File: config.mk
export PLATFORM = sky130hd
export DESIGN_NAME = bitrev_stream
export DESIGN_NICKNAME = d
export VERILOG_FILES = /design/src/rtl/bitrev_pkg.sv /design/src/rtl/bitrev_stream_ram.sv /design/src/rtl/bitrev_stream.sv
export SDC_FILE = /design/constraint.sdc
export NUM_CORES = 1
export LEC_CHECK = 0
export ABC_CLOCK_PERIOD_IN_PS = 7200
export CORE_MARGIN = 1.5
export CORE_UTILIZATION = 64
export DETAILED_ROUTE_END_ITERATION = 10
export PLACE_DENSITY = 0.84
export SLEW_MARGIN = 10
export SYNTH_ARGS = -nofsm -noshare
export SYNTH_HDL_FRONTEND = slang
export SYNTH_SLANG_ARGS = --single-unit
File: constraint.sdc
create_clock -name clk -period 7.2 [get_ports clk]
set_clock_uncertainty 0.2 [all_clocks]
set_input_delay 0.72 -clock clk [delete_from_list [all_inputs] [get_ports clk]]
set_output_delay 0.72 -clock clk [all_outputs]
set_load 0.005 [all_outputs]
File: src/rtl/bitrev_pkg.sv
// Shared definitions for the bit-reversal streaming engine: mode encodings,
// engine state type and the word bit-reverse helper.
package bitrev_pkg;

  localparam logic [1:0] MODE_PASS   = 2'b00;
  localparam logic [1:0] MODE_BITREV = 2'b01;
  localparam logic [1:0] MODE_WREV   = 2'b10;
  localparam logic [1:0] MODE_BOTH   = 2'b11;

  localparam int unsigned REV_MAX_W = 64;

  typedef enum logic [1:0] {
    ST_IDLE,
    ST_FETCH,
    ST_OUT,
    ST_DONE
  } state_e;

  // Reverses the low `width` bits of w; callers size-cast the result back down.
  function automatic logic [REV_MAX_W-1:0] reverse_word(input logic [REV_MAX_W-1:0] w,
                                                        input int unsigned width);
    logic [REV_MAX_W-1:0] r;
    logic [5:0]           src;
    logic [5:0]           dst;
    r = '0;
    for (int unsigned i = 0; i < REV_MAX_W; i++) begin
      dst = 6'(i);
      src = 6'(width - 1 - i);
      if (i < width) r[dst] = w[src];
    end
    return r;
  endfunction

endpackage

File: src/rtl/bitrev_stream_ram.sv
// Message buffer: one synchronous write port, one synchronous read port with
// read enable. Kept as a separate block so a vendor macro can replace it.
module stream_ram
  import bitrev_pkg::*;
#(
  parameter int unsigned DATA_W = 8,
  parameter int unsigned DEPTH  = 16,
  parameter int unsigned ADDR_W = $clog2(DEPTH)
) (
  input  logic              clk_i,
  input  logic              we_i,
  input  logic [ADDR_W-1:0] waddr_i,
  input  logic [DATA_W-1:0] wdata_i,
  input  logic              re_i,
  input  logic [ADDR_W-1:0] raddr_i,
  output logic [DATA_W-1:0] rdata_o
);

  logic [DATA_W-1:0] mem_q [DEPTH];
  logic [DATA_W-1:0] rdata_q;

  always_ff @(posedge clk_i) begin
    if (we_i) mem_q[waddr_i] <= wdata_i;
    if (re_i) rdata_q <= mem_q[raddr_i];
  end

  assign rdata_o = rdata_q;

endmodule

File: src/rtl/bitrev_stream.sv
// Windowed streaming engine over a DEPTH-word buffer: emits each word of the
// window as passthrough, bit-reversed, word-order reversed, or both.
module bitrev_stream
  import bitrev_pkg::*;
#(
  parameter int unsigned DATA_W = 8,
  parameter int unsigned DEPTH  = 16,
  parameter int unsigned ADDR_W = $clog2(DEPTH)
) (
  input  logic              clk,
  input  logic              rst_n,
  input  logic              wr_en,
  input  logic [ADDR_W-1:0] wr_addr,
  input  logic [DATA_W-1:0] wr_data,
  output logic              wr_err,
  input  logic              start,
  input  logic [ADDR_W-1:0] start_addr,
  input  logic [ADDR_W:0]   length,
  input  logic [1:0]        mode,
  output logic              out_valid,
  input  logic              out_ready,
  output logic [DATA_W-1:0] out_data,
  output logic              out_last,
  output logic              busy,
  output logic              done
);

  state_e            state_q, state_d;
  logic [ADDR_W:0]   idx_q, idx_d;
  logic [ADDR_W:0]   len_q, len_d;
  logic [ADDR_W-1:0] base_q, base_d;
  logic [1:0]        mode_q, mode_d;
  logic              wr_err_q;

  logic              rev_bits, rev_order;
  logic              last_w;
  logic              ram_re;
  logic [ADDR_W-1:0] raddr_fwd, raddr_rev, raddr;
  logic [DATA_W-1:0] ram_rdata;
  logic [REV_MAX_W-1:0] rd_ext;
  logic [DATA_W-1:0] xform;

  stream_ram #(
    .DATA_W (DATA_W),
    .DEPTH  (DEPTH),
    .ADDR_W (ADDR_W)
  ) u_ram (
    .clk_i   (clk),
    .we_i    (wr_en && !busy),
    .waddr_i (wr_addr),
    .wdata_i (wr_data),
    .re_i    (ram_re),
    .raddr_i (raddr),
    .rdata_o (ram_rdata)
  );

  always_comb begin
    rev_bits  = 1'b0;
    rev_order = 1'b0;
    case (mode_q)
      MODE_PASS:   ;
      MODE_BITREV: rev_bits = 1'b1;
      MODE_WREV:   rev_order = 1'b1;
      MODE_BOTH:   begin rev_bits = 1'b1; rev_order = 1'b1; end
      default:     ;
    endcase
  end

  // len == DEPTH has zero low bits, so the reverse address still wraps correctly.
  assign raddr_fwd = base_q + idx_q[ADDR_W-1:0];
  assign raddr_rev = base_q + len_q[ADDR_W-1:0] - ADDR_W'(1) - idx_q[ADDR_W-1:0];
  assign raddr     = rev_order ? raddr_rev : raddr_fwd;
  assign ram_re    = (state_q == ST_FETCH);
  assign last_w    = (idx_q == len_q - (ADDR_W+1)'(1));

  always_comb begin
    rd_ext = '0;
    rd_ext[DATA_W-1:0] = ram_rdata;
    xform = rev_bits ? DATA_W'(reverse_word(rd_ext, DATA_W)) : ram_rdata;
  end

  always_comb begin
    state_d = state_q;
    idx_d   = idx_q;
    len_d   = len_q;
    base_d  = base_q;
    mode_d  = mode_q;
    case (state_q)
      ST_IDLE: begin
        if (start) begin
          base_d  = start_addr;
          mode_d  = mode;
          idx_d   = '0;
          len_d   = (length > (ADDR_W+1)'(DEPTH)) ? (ADDR_W+1)'(DEPTH) : length;
          state_d = (length == '0) ? ST_DONE : ST_FETCH;
        end
      end
      ST_FETCH: state_d = ST_OUT;
      ST_OUT: begin
        if (out_ready) begin
          if (last_w) begin
            state_d = ST_DONE;
          end else begin
            idx_d   = idx_q + (ADDR_W+1)'(1);
            state_d = ST_FETCH;
          end
        end
      end
      ST_DONE: state_d = ST_IDLE;
      default: state_d = ST_IDLE;
    endcase
  end

  always_ff @(posedge clk or negedge rst_n) begin
    if (!rst_n) begin
      state_q  <= ST_IDLE;
      idx_q    <= '0;
      len_q    <= '0;
      base_q   <= '0;
      mode_q   <= '0;
      wr_err_q <= 1'b0;
    end else begin
      state_q  <= state_d;
      idx_q    <= idx_d;
      len_q    <= len_d;
      base_q   <= base_d;
      mode_q   <= mode_d;
      wr_err_q <= wr_en && busy;
    end
  end

  // The RAM read register is the output register; it only reloads in FETCH,
  // so out_data holds through a stall and is forced to zero outside OUT.
  assign out_valid = (state_q == ST_OUT);
  assign out_last  = out_valid && last_w;
  assign out_data  = out_valid ? xform : '0;
  assign busy      = (state_q != ST_IDLE);
  assign done      = (state_q == ST_DONE);
  assign wr_err    = wr_err_q;

endmodule

# Word-level counts from Yosys, hierarchy flattened
# Memory sizes are Yosys's and may differ from the RTL's. A register that Yosys moved wholly into a read port is not among the register bits.
# Cells that the tools add are included.
# classes
order_cmp,1
n_eq_ne,10
muxes,17
add_sub_neg,6
reduce_logical,13
# ops
cell,n
$mux 5,4
$mux 8,2
$pmux 5 s2,1
$add 4x4->4,2
$eq 2x2->1 const B,4
$mux 2,4
$pmux 2 s4,1
$add 5x1->5 const B,1
$eq 5x5->1,1
$gt 5x5->1 const B,1
$logic_not 5->1,1
$sub 5x1->5 const B,1
$eq 2x1->1 const B,2
$mux 1,4
$mux 4,1
$ne 2x2->1 const B,2
$reduce_and 2->1,2
$reduce_and 4->1,1
$reduce_bool 2->1,2
$reduce_or 2->1,2
$sub 4x1->4 const B,1
$sub 4x4->4,1
$logic_and 1x1->1,3
$logic_not 2->1,1
2 further kinds,2
# word_totals
mem_bits_rw,128
regBits,19
mem_count,1
# mem_list
memory,words,word_bits,rd,rd_ports_with_merged_regs,wr,line,source
u_ram.mem_q,16,8,1,1,1,bitrev_stream_ram.sv:19,logic [DATA_W-1:0] mem_q [DEPTH];

# Logic depth before layout (Yosys ltp)
# logic_depth
ltp_word,5
depth_mapped,10

# Cells and area by module
# A second synthesis with hierarchy kept.
# unflattened
hier_cells,369
hier_area_um2,6617.6
# modules_own_cells
mod,cells_per_inst,n_inst,area_each_um2,seq_area_each_um2
stream_ram,229,1,5227.5,4083.9
bitrev_stream,140,1,1390.1,475.5

# Worst setup path after synthesis
# No wires, ideal clock.
# synth_path
path_kind,register to register
start,reg idx_q[1]
end,"reg u_ram.rdata_q[5], in the netlist u_ram.rdata_o[5], read port of u_ram.mem_q, data pin"
t_required_ps,6724
arrival_time_ps,2617
path_buffers,1
path_slack_ps,4107
stages_incl_launch_ff,10
setup_ps,276
path_cell_list,dfrtp_1 -> inv_1 -> fa_1 -> ha_1 -> inv_1 -> fa_1 -> a21oi_2 -> buf_2 -> mux2i_1 -> mux2i_1
# synth_via
elab_chain_cells,2
# synth_lines
element,line,source
start: declaration,bitrev_stream.sv:29,"logic [ADDR_W:0] idx_q, idx_d;"
start signal: assignment,bitrev_stream.sv:124,idx_q <= idx_d;
$add 4x4->4 / $sub 4x4->4 (equally long branches),"bitrev_stream.sv:70, bitrev_stream.sv:71",
$mux 4 (*),bitrev_stream.sv:72,assign raddr = rev_order ? raddr_rev : raddr_fwd;
end: declaration,bitrev_stream_ram.sv:20,logic [DATA_W-1:0] rdata_q;
# Every way passes the cells marked *; elsewhere a longest branch is shown, timed or not.
# A chain may end at the register's enable or synchronous reset.

# Worst setup path after layout
# layout_path
start,reg idx_q[1]
end,"reg u_ram.rdata_q[1], in the netlist u_ram.rdata_o[1], read port of u_ram.mem_q, data pin"
# The elaborated chain is that of the path after synthesis.

==> summary.md <==
The total routed wirelength is 13,440 µm. In this run, post-CTS repair resized a total of 0 instances. After layout, the worst path uses 49.54% of the clock period. The largest net degree at the start of global routing is 33. The detailed-route DRC error count was 0; the routed via count was 3,504. The global-route wire length before repair came out at 20,940 µm. Kind of cell with the highest combined delay on the critical path: adder cells.

Summed over all cells, the static leakage comes to 2.796 nW. Critical path class: flip-flop to flip-flop. After clock tree synthesis, the flow added hold-fix buffers numbering 0. The deepest level of the CTS H-tree is 4, and the data arrival time of the critical path is 3610 ps.

Clock tree synthesis found a total of 155 sinks. In the final routed layout, each cell accounts on average for 23.66 µm. The largest buffer count on any clock path was 2. At the end of routability-driven placement, the weighted congestion stood at 0.8140.

The region available for standard cell placement spans 10,280 µm². The top cell types in the final layout, fill and taps aside, are 136 x sky130_fd_sc_hd__edfxtp_1, 40 x sky130_fd_sc_hd__clkdlybuf4s50_1, 38 x sky130_fd_sc_hd__mux2i_1. The initial antenna violation count was 0; the shortest period the worst path allows was 3567 ps. The detailed router finished its first iteration with 273 violations. The worst setup slack after placement came out at 3657 ps. Final count of hold timing violations: 0. The worst hold path terminates at len_q[4]. Capturing element type of the critical path: a flip-flop. The clock network latency to the later pin of the worst-skew pair was 530 ps. In this run the worst hold path is classified as flip-flop to flip-flop. The maximum resistive drop on vdd is 0.3822 mV. The count of standard-cell rows is 37, and the count of unique library cells instantiated by Yosys is 44. The I/O pin total was 41; the overall die width was 105.8 µm. The number of clock buffers added by TritonCTS is 17. The die covers 11,190 µm².

TritonCTS built the clock tree. The initial utilization of the core area, before any placement, comes to 65.79%. The average instance in the mapped netlist occupies 18.23 µm².

The critical register-to-register path endpoint is u_ram.rdata_o[1]. The max-capacitance violation count is 0. Derived from the worst setup path, the maximum achievable clock frequency is 280.3 MHz.

The critical path goes through inv_1 > fa_1 > ha_1 > inv_1 > fa_1 > a21oi_2 > mux2i_1 > mux2i_1. The maximum fanout along the worst path is 16. Worst hold margin: 332.4 ps.

For the Yosys warning count, the log shows 0. Synthesis handed over a netlist of 371 instances. The total buffers and inverters traversed by the critical path is 2, and the data required time at the worst endpoint is 7250 ps.

Buffers placed on the I/O ports in this run total 40. The launch point of the worst hold path was len_q[4]. The flow ran to the end, and the final reports show no timing, DRC or antenna violations. The most common cell after layout, fill and taps aside was sky130_fd_sc_hd__edfxtp_1. In the routed layout, each cell is associated on average with a via count of 6.169. Via count of the first global-routing pass: 3,662.

The number of buffers inserted to repair setup after CTS was 0; the maximum single-stage delay on the critical path was 870 ps. STA classifies the critical path startpoint as a flip-flop. From synthesis to final layout, the design area changed by 15.08%. In this run the critical register-to-register path is launched from idx_q[1].

The number of flip-flops and latches in the synthesized netlist came out at 155. The repair_antennas step left the layout with diodes totalling 0. Of the synthesized area, sequential elements account for 67.43%.

The depth of the worst register-to-register path was 8. On the critical path, the stage with the largest delay is an instance of sky130_fd_sc_hd__a21oi_2. The number of cells on the worst hold path works out to 1. In the final layout, the share of cells above drive strength 1 is 12.27%. Setup repair after global routing left no endpoint under its margin. The tools report the clock root buffer as sky130_fd_sc_hd__clkbuf_8.

The worst-case setup margin in the final layout is 3633 ps, and the die boundary height is 105.8 µm. Summed over all layers, the global routing overflow is 0. Before antenna repair, the detailed router went through 5 iterations. The worst pin sits at a relative slew slack of 22.45%. Measured on the finished design, the core utilization comes to 75.71%. The run gives 0 ps as the summed negative setup slack over all endpoints. The worst register-to-register path has a setup slack of 3630 ps. After synthesis the cells add up to 6761 µm². The number of max-slew violations in the final report is 0.

Dividing total power by cell area gives a power density of 502.4 nW/µm². The net count of the finished layout came out at 463. In this run the remaining antenna-violating nets after routing total 0.

The half-perimeter wire length of the detailed placement result is 8411 µm, and the actual transition at the worst max-transition pin is 1163 ps. After clock tree synthesis, the clock-pin slew on the worst setup and hold paths is 60 ps. The final count of negative-setup-slack endpoints is 0. The synthesized net count came out at 411.

For the overall routing resource usage, the log shows 26.86%.
==> Yosys cell counts <==
cell type	n	share of area (%)
sky130_fd_sc_hd__inv_1	15	0.83
sky130_fd_sc_hd__buf_2	6	0.44
sky130_fd_sc_hd__a21oi_2	1	0.13
sky130_fd_sc_hd__nand2_1	15	0.83
sky130_fd_sc_hd__mux4_1	26	10
sky130_fd_sc_hd__nand3_1	2	0.15
sky130_fd_sc_hd__o311ai_1	1	0.13
sky130_fd_sc_hd__ha_1	7	1.3
sky130_fd_sc_hd__mux2i_1	38	5.6
sky130_fd_sc_hd__buf_6	4	0.67
sky130_fd_sc_hd__xnor2_2	1	0.24
sky130_fd_sc_hd__o41ai_2	1	0.24
sky130_fd_sc_hd__o211a_1	1	0.15
sky130_fd_sc_hd__o31a_1	1	0.13
sky130_fd_sc_hd__or3_1	1	0.093
sky130_fd_sc_hd__a2bb2oi_2	1	0.22
sky130_fd_sc_hd__edfxtp_1	136	60
sky130_fd_sc_hd__nor3_1	4	0.30
sky130_fd_sc_hd__nor2_1	25	1.4
sky130_fd_sc_hd__xnor2_1	7	0.91
sky130_fd_sc_hd__nand4b_1	1	0.13
sky130_fd_sc_hd__mux2_2	7	1.2
sky130_fd_sc_hd__clkbuf_2	1	0.074
sky130_fd_sc_hd__a21oi_1	3	0.22
sky130_fd_sc_hd__a21boi_0	1	0.11
sky130_fd_sc_hd__o21ai_1	1	0.074
sky130_fd_sc_hd__dfrtp_1	19	7.0
sky130_fd_sc_hd__nand2b_1	10	0.93
sky130_fd_sc_hd__and2_1	1	0.093
sky130_fd_sc_hd__fa_1	5	1.5
sky130_fd_sc_hd__nand4_1	2	0.19
sky130_fd_sc_hd__a211oi_1	1	0.11
sky130_fd_sc_hd__mux4_2	6	2.0
sky130_fd_sc_hd__nor2_2	1	0.093
sky130_fd_sc_hd__nor2b_1	3	0.28
sky130_fd_sc_hd__nor3_2	1	0.15
sky130_fd_sc_hd__clkbuf_1	2	0.11
sky130_fd_sc_hd__nand3b_1	2	0.22
sky130_fd_sc_hd__or4_1	1	0.11
sky130_fd_sc_hd__a21o_1	1	0.11
sky130_fd_sc_hd__mux2i_4	1	0.33
sky130_fd_sc_hd__o21ai_0	5	0.37
sky130_fd_sc_hd__xor2_1	2	0.26
sky130_fd_sc_hd__nor4_1	1	0.093
==> cell families after synthesis <==
kind of cell	synth area share, %
flops	67.43
mux	19.23
simple gates	5.034
fa+ha+maj	2.776
compound gates	1.999
xor+xnor	1.406
buf+inv	2.128
==> how the worst max path moves through the flow <==
| stage | from | end | slack [ps] | depth (start not counted) |
|---|---|---|---|---|
| after floorplan | idx_q[1] | u_ram.rdata_o[5] | 4110 | 9 |
| final | idx_q[1] | u_ram.rdata_o[1] | 3630 | 8 |
| after global routing | idx_q[1] | u_ram.rdata_o[2] | 3480 | 8 |
| after global placement | idx_q[1] | u_ram.rdata_o[3] | 3860 | 8 |
| after CTS | idx_q[0] | out_last | 3620 | 5 |
| after detailed placement | idx_q[1] | u_ram.rdata_o[5] | 3660 | 8 |
==> per-stage QoR <==
step                std cells  instance area [µm²]  total power, mW
floorplan                 371                 6761            2.698
global placement          540                 7293            3.102
detailed placement        540                 7293            3.185
CTS                       568                 7781            3.936
global route              568                 7781            4.097
finish                    568                 7781            3.910
==> flip-flops by register name, indices dropped and copies added, names as in the netlist <==
name and flops:
u_ram.mem_q 128, wr_err 1, base_q 4, idx_q 5
len_q 5, mode_q 2, state_q 2, u_ram.rdata_o 8
==> metal layers <==
layer,share of wire (%),global-route usage [%]
met5,0,0
met4,2.2,10.52
met3,6.1,6.988
met2,53,45.78
met1,39,33.11
==> layout make-up <==
type / instances / area, µm²
clock buffer: 17 / 414.1
clock inverter: 11 / 73.82
fill: 574 / 2496
inverter: 15 / 56.30
multi-input combinational: 188 / 2062
sequential: 155 / 4559
tap: 136 / 170.2
timing repair buffer: 46 / 445.4
==> where the power goes <==
group | switching, mW | internal [mW] | leakage (nW) | total [mW]
Sequential | 0.0980 | 1.12 | 1.47 | 1.22
Combinational | 0.979 | 0.963 | 1.10 | 1.94
Clock | 0.336 | 0.414 | 0.229 | 0.750
Total | 1.41 | 2.50 | 2.80 | 3.91
Power figures use the tool's default switching activity.
